<file path="config.mk">
export PLATFORM = sky130hd
export DESIGN_NAME = gshare_pht
export DESIGN_NICKNAME = d
export VERILOG_FILES = /design/src/rtl/gshare_pht.sv
export SDC_FILE = /design/constraint.sdc
export NUM_CORES = 1
export LEC_CHECK = 0
export CORE_AREA = 2 2 373 227
export CTS_BUF_LIST = sky130_fd_sc_hd__clkbuf_16
export DETAILED_ROUTE_END_ITERATION = 7
export DIE_AREA = 0 0 375 229
export GPL_ROUTABILITY_DRIVEN = 0
export GPL_TIMING_DRIVEN = 0
export SYNTH_ARGS = -nofsm -noshare
export SYNTH_HDL_FRONTEND = slang
export SYNTH_SLANG_ARGS = --single-unit
export TNS_END_PERCENT = 30
</file>
<file path="constraint.sdc">
create_clock -name clk -period 8.75 [get_ports clk]
set_input_delay 0.875 -clock clk [delete_from_list [all_inputs] [get_ports clk]]
set_output_delay 0.875 -clock clk [all_outputs]
set_load 0.02 [all_outputs]
</file>
<file path="src/rtl/gshare_pht.sv">
// Gshare pattern history table: 2-bit saturating counters indexed by PC ^ global history,
// self-initialised to weakly-not-taken by a sweep after reset, one-cycle registered prediction.
module gshare_pht #(
    parameter int IDX_W = 8,
    parameter int PC_W  = 32
) (
    input  logic             clk,
    input  logic             rst_n,
    input  logic             pred_valid,
    input  logic [PC_W-1:0]  pred_pc,
    input  logic [IDX_W-1:0] pred_ghr,
    output logic             pred_out_valid,
    output logic             pred_taken,
    output logic [IDX_W-1:0] pred_idx,
    input  logic             upd_valid,
    input  logic [IDX_W-1:0] upd_idx,
    input  logic             upd_taken,
    output logic             ready
);
    localparam int DEPTH = 1 << IDX_W;

    // Requests and updates are valid-only (no backpressure): each is consumed on the edge
    // where it is sampled high, and only once ready is already 1; otherwise it is dropped.

    typedef enum logic {INIT, RUN} state_t;

    state_t           state_q, state_d;
    logic [IDX_W-1:0] init_ptr_q, init_ptr_d;
    logic [1:0]       table_q [DEPTH];

    logic             wr_en;
    logic [IDX_W-1:0] wr_idx;
    logic [1:0]       wr_data;
    logic [1:0]       upd_cur;
    logic [1:0]       upd_next;
    logic [IDX_W-1:0] pred_idx_c;
    logic             pred_hit_upd;
    logic             pred_taken_c;
    logic             unused_pc;

    assign unused_pc = ^{pred_pc[PC_W-1:IDX_W+2], pred_pc[1:0]};

    function automatic logic [1:0] sat_next(input logic [1:0] cnt, input logic taken);
        if (taken) return (cnt == 2'b11) ? cnt : cnt + 2'd1;
        else       return (cnt == 2'b00) ? cnt : cnt - 2'd1;
    endfunction

    assign upd_cur  = table_q[upd_idx];
    assign upd_next = sat_next(upd_cur, upd_taken);

    assign pred_idx_c   = pred_pc[IDX_W+1:2] ^ pred_ghr;
    // Same-index update in the same cycle: forward the post-update counter.
    assign pred_hit_upd = upd_valid && (upd_idx == pred_idx_c);
    assign pred_taken_c = pred_hit_upd ? upd_next[1] : table_q[pred_idx_c][1];

    assign ready = (state_q == RUN);

    always_ff @(posedge clk or negedge rst_n) begin
        if (!rst_n) begin
            state_q    <= INIT;
            init_ptr_q <= '0;
        end else begin
            state_q    <= state_d;
            init_ptr_q <= init_ptr_d;
        end
    end

    always_comb begin
        state_d    = state_q;
        init_ptr_d = init_ptr_q;
        wr_en      = 1'b0;
        wr_idx     = upd_idx;
        wr_data    = upd_next;
        case (state_q)
            INIT: begin
                wr_en      = 1'b1;
                wr_idx     = init_ptr_q;
                wr_data    = 2'b01;
                init_ptr_d = init_ptr_q + IDX_W'(1);
                if (&init_ptr_q) state_d = RUN;
            end
            RUN: begin
                wr_en = upd_valid;
            end
            default: state_d = INIT;
        endcase
    end

    // Counter storage has no reset; the sweep defines every entry before use.
    always_ff @(posedge clk) begin
        if (wr_en) table_q[wr_idx] <= wr_data;
    end

    always_ff @(posedge clk or negedge rst_n) begin
        if (!rst_n) begin
            pred_out_valid <= 1'b0;
            pred_taken     <= 1'b0;
            pred_idx       <= '0;
        end else begin
            pred_out_valid <= (state_q == RUN) && pred_valid;
            if ((state_q == RUN) && pred_valid) begin
                pred_taken <= pred_taken_c;
                pred_idx   <= pred_idx_c;
            end
        end
    end

endmodule

</file>
==> run_results.csv <==
group,metric,value,unit
timing,drv_slew,2,
grt,grt_pass1_vias,15960,
yosys,muxShareOfSynthArea,0.1740,
yosys,synth-adder-area-share,0.0009659,
clocking,htree_levels,2,
power_and_ir_drop,p_sw,1.306,mW
worst_setup_path,crit_chain,"clkdlybuf4s50_1 -> xnor2_1 -> nand2_1 -> buf_1 -> buf_1 -> o22ai_1 -> nor4_1 -> nor4_1 -> o21ai_0 -> a311oi_1 -> a32oi_1 -> o31ai_2",
power_and_ir_drop,p_int,4.135,mW
power_and_ir_drop,seq_power_share,0.504,
run,cap_violations,1,
timing,fin_tns_setup,0,ps
floorplanning,die_h,229,µm
worst_hold_path,hold_depth,2,
power_and_ir_drop,powerDensity,192.4,mW/mm²
floorplanning,start_util,0.2980,
yosys,synth_compound_area_frac,0.04464,
worst_setup_path,r2r_slack,4760,ps
yosys,postSynthNetCount,1703,
yosys,synthArstFlopShare,0.03578,
clocking,cts.clk_slew.worst_paths,70,ps
worst_setup_path,arrival,6140,ps
worst_setup_path,path_delay_family,"buffers and inverters",
floorplanning,design.portCount,64,
timing,relSlewSlack,-0.01289,
routing,drcViolationCount,0,
clocking,hold_buffers,0,
yosys,yosys-top-cells-area,"edfxtp_1 (62%), mux4_2 (10%), nor2_1 (4.2%)",
yosys,yosys_most_used_dff,"edfxtp_1",
routing,vias_per_cell,5.803,
grt,grt_pass1_wl,120.4,mm
power_and_ir_drop,power.total,5.441,mW
routing,routed_wl,87.25,mm
yosys,synth_area,0.02461,mm²
yosys,synth_top_family_by_area,"multiplexers",
clocking,cts_tree,"done",
yosys,synth-xor-area-share,0.01068,
place,io_buffers,35,
routing,drtIter0Drc,3249,
worst_setup_path,crit_required,9230,ps
clocking,ctsLongestPathBuffers,3,
worst_hold_path,worstHoldStart,"pred_idx[5]",
floorplanning,die-width,375,µm
routing,vias,16700,
worst_hold_path,holdPathEnd,"pred_idx[5]",
power_and_ir_drop,leakagePower,8.753,nW
worst_setup_path,critPathCaptureType,"flip-flop",
timing,rsz0062_at_grt,"false",
run_status,status,"complete, but fails checks",
timing,post-route-period-util,0.6470,
power_and_ir_drop,ir_drop,0.0001232,V
worst_setup_path,worstSetupStartpointType,"input port",
grt,overflow,0,
yosys,yosys_register_bits,531,
worst_setup_path,critPathSlowestCell,"buf_1",
clocking,cts-root-buf,"clkbuf_16",
yosys,syn_inst,1649,
routing,first_pass_iters,6,
worst_setup_path,rr_endpoint,"table_q[157][1]",
worst_setup_path,worst-path-buf-inv,3,
place,place_inst,2791,
worst_setup_path,crit_type,"input port to flip-flop",
power_and_ir_drop,combPwrFrac,0.087,
worst_setup_path,slowest_delay,930,ps
grt,grt.total_usage,0.1991,
layout,finalNonFillerCells,2878,
yosys,ys_warn_count,0,
timing,period_needed,5661,ps
grt,antenna_found_initial,4,
worst_setup_path,r2r_cells,11,
grt,grt_max_degree,45,
run_status,violations,"max-capacitance violations, max-slew violations",
floorplanning,die_area,0.08588,mm²
yosys,yosysSeqAreaShare,0.6440,
yosys,synth_top_area_cell,"edfxtp_1",
routing,ant_nets,0,
clocking,worstSkewPairLatency,610,ps
worst_setup_path,regToRegStartpoint,"table_q[57][0]",
yosys,yosysTopAreaCellShare,0.6247,
clocking,cts_setup_buffers,0,
yosys,synth_edf_count,512,
routing,wl_per_cell,30.31,µm
floorplanning,core,0.08259,mm²
yosys,ys_types,55,
yosys,syn_area_per_cell,14.92,µm²
floorplanning,std_cell_rows,82,
timing,hold_viol,0,
layout,drive_above_1_share,0.1480,
worst_setup_path,path_max_fanout,10,
timing,setup_viol,0,
timing,max_clock_freq,0.1767,GHz
place,hpwl,62.28,mm
power_and_ir_drop,power_frac_clock,0.409,
worst_hold_path,hold_path_class,"flip-flop to flip-flop",
layout,final_nets,1803,
yosys,synthSimpleGateAreaFrac,0.09090,
clocking,post_cts_resized,0,
timing,tightest_slew,1505,ps
power_and_ir_drop,p_sw_frac,0.2400,
clocking,cts_made_buffers,48,
layout,area_delta_synth_final,14.92,%
timing,clock_skew,23.55,ps
clocking,cts_sinks,531,
[logic make-up after synthesis]
group                    after synthesis
buffers and inverters                128
flip-flops                           531
AO/OA/AOI/OAI                        174
multiplexers                         238
adder cells (fa/ha/maj)                2
AND/OR/NAND/NOR                      546
XOR/XNOR                              30
[registers in the layout (all words and copies together) (netlist names)]
register        count
table_q           512
init_ptr_q          8
pred_idx            8
pred_out_valid      1
pred_taken          1
ready               1
[placed cells by master, fill, tap and decap left out, types with 35 or more instances in the layout]
cell / synthesis / routed
edfxtp_1: 512 / 512
nor2_1: 274 / 274
nand2_1: 192 / 192
mux4_2: 114 / 114
mux2i_1: 93 / 93
a21oi_1: 60 / 60
clkbuf_1: 54 / 53
clkbuf_16: 0 / 49
o22ai_1: 47 / 47
nor4_1: 40 / 39
clkdlybuf4s50_1: 0 / 35
[metrics by stage]
| step | setup WS, ps | util | hold slack, ps | instance area (µm²) |
|---|---|---|---|---|
| floorplan | -1775 | - | 485.1 | 24610 |
| global placement | -9103 | 0.3188 | 471.8 | 26330 |
| detailed placement | 2662 | 0.3230 | 483.9 | 26680 |
| CTS | 3323 | 0.3423 | 498.5 | 28270 |
| global route | 3066 | 0.3424 | 519.0 | 28280 |
| finish | 3089 | 0.3424 | 489.7 | 28280 |
[power by group through the flow]
stage / Clock (mW) / Sequential, mW / Combinational, mW
final: 2.23 / 2.74 / 0.473
after global placement: 0 / 2.80 / 0.440
after global routing: 2.33 / 2.74 / 0.479
after CTS: 2.23 / 2.74 / 0.447
after detailed placement: 0 / 2.80 / 0.446
after floorplan: 0 / 2.80 / 0.247
[Yosys cell counts, types with 3 or more instances]
master	instances
edfxtp_1	512
nor2_1	274
nand2_1	192
mux4_2	114
mux2i_1	93
a21oi_1	60
clkbuf_1	54
o22ai_1	47
nor4_1	40
mux4_1	29
o21ai_0	23
xnor2_1	21
buf_2	19
dfrtp_1	19
buf_1	13
clkbuf_8	13
nand3_1	10
nor3_1	10
buf_12	9
xor2_1	9
buf_6	8
inv_1	7
o221ai_1	7
o31ai_1	6
a311oi_1	5
nand2b_1	5
nand4_1	4
or4_1	4
a32o_1	3
buf_4	3
o31ai_2	3
[worst max path at each step]
stage	slack (ps)	end	depth (start not counted)	from
after floorplan	-1780	table_q[0][1]	13	upd_idx[0]
after global placement	-9100	table_q[79][1]	10	upd_idx[3]
after detailed placement	2660	pred_taken	12	pred_pc[3]
after CTS	3320	pred_taken	12	pred_ghr[1]
after global routing	3070	pred_taken	12	pred_ghr[1]
final	3090	pred_taken	12	pred_ghr[1]
[cell type report]
cell class | count | area [µm²]
multi-input cells | 990 | 7941
plain buffers | 120 | 827.0
clock inverters | 36 | 365.4
repair buffers | 50 | 670.6
flip-flops and latches | 531 | 15850
inverters | 8 | 30.03
fillers | 7857 | 54310
diodes | 2 | 5.005
clock buffers | 49 | 1226
well taps | 1092 | 1366
[per-layer routing]
metal / wire length, µm / vias up / track usage
li1: - / 6602 / -
met1: 35260 / 8490 / 0.2825
met5: 43 / - / 0
met4: 2469 / 4 / 0.05494
met3: 15850 / 190 / 0.1102
met2: 33620 / 1415 / 0.2564
[tightest hold or removal path, stage by stage (launching register included)]
cell,delay (ps)
dfrtp_1,340
nand2_1,50
o21ai_0,60
No activity file was read; power rests on OpenSTA's default activity.
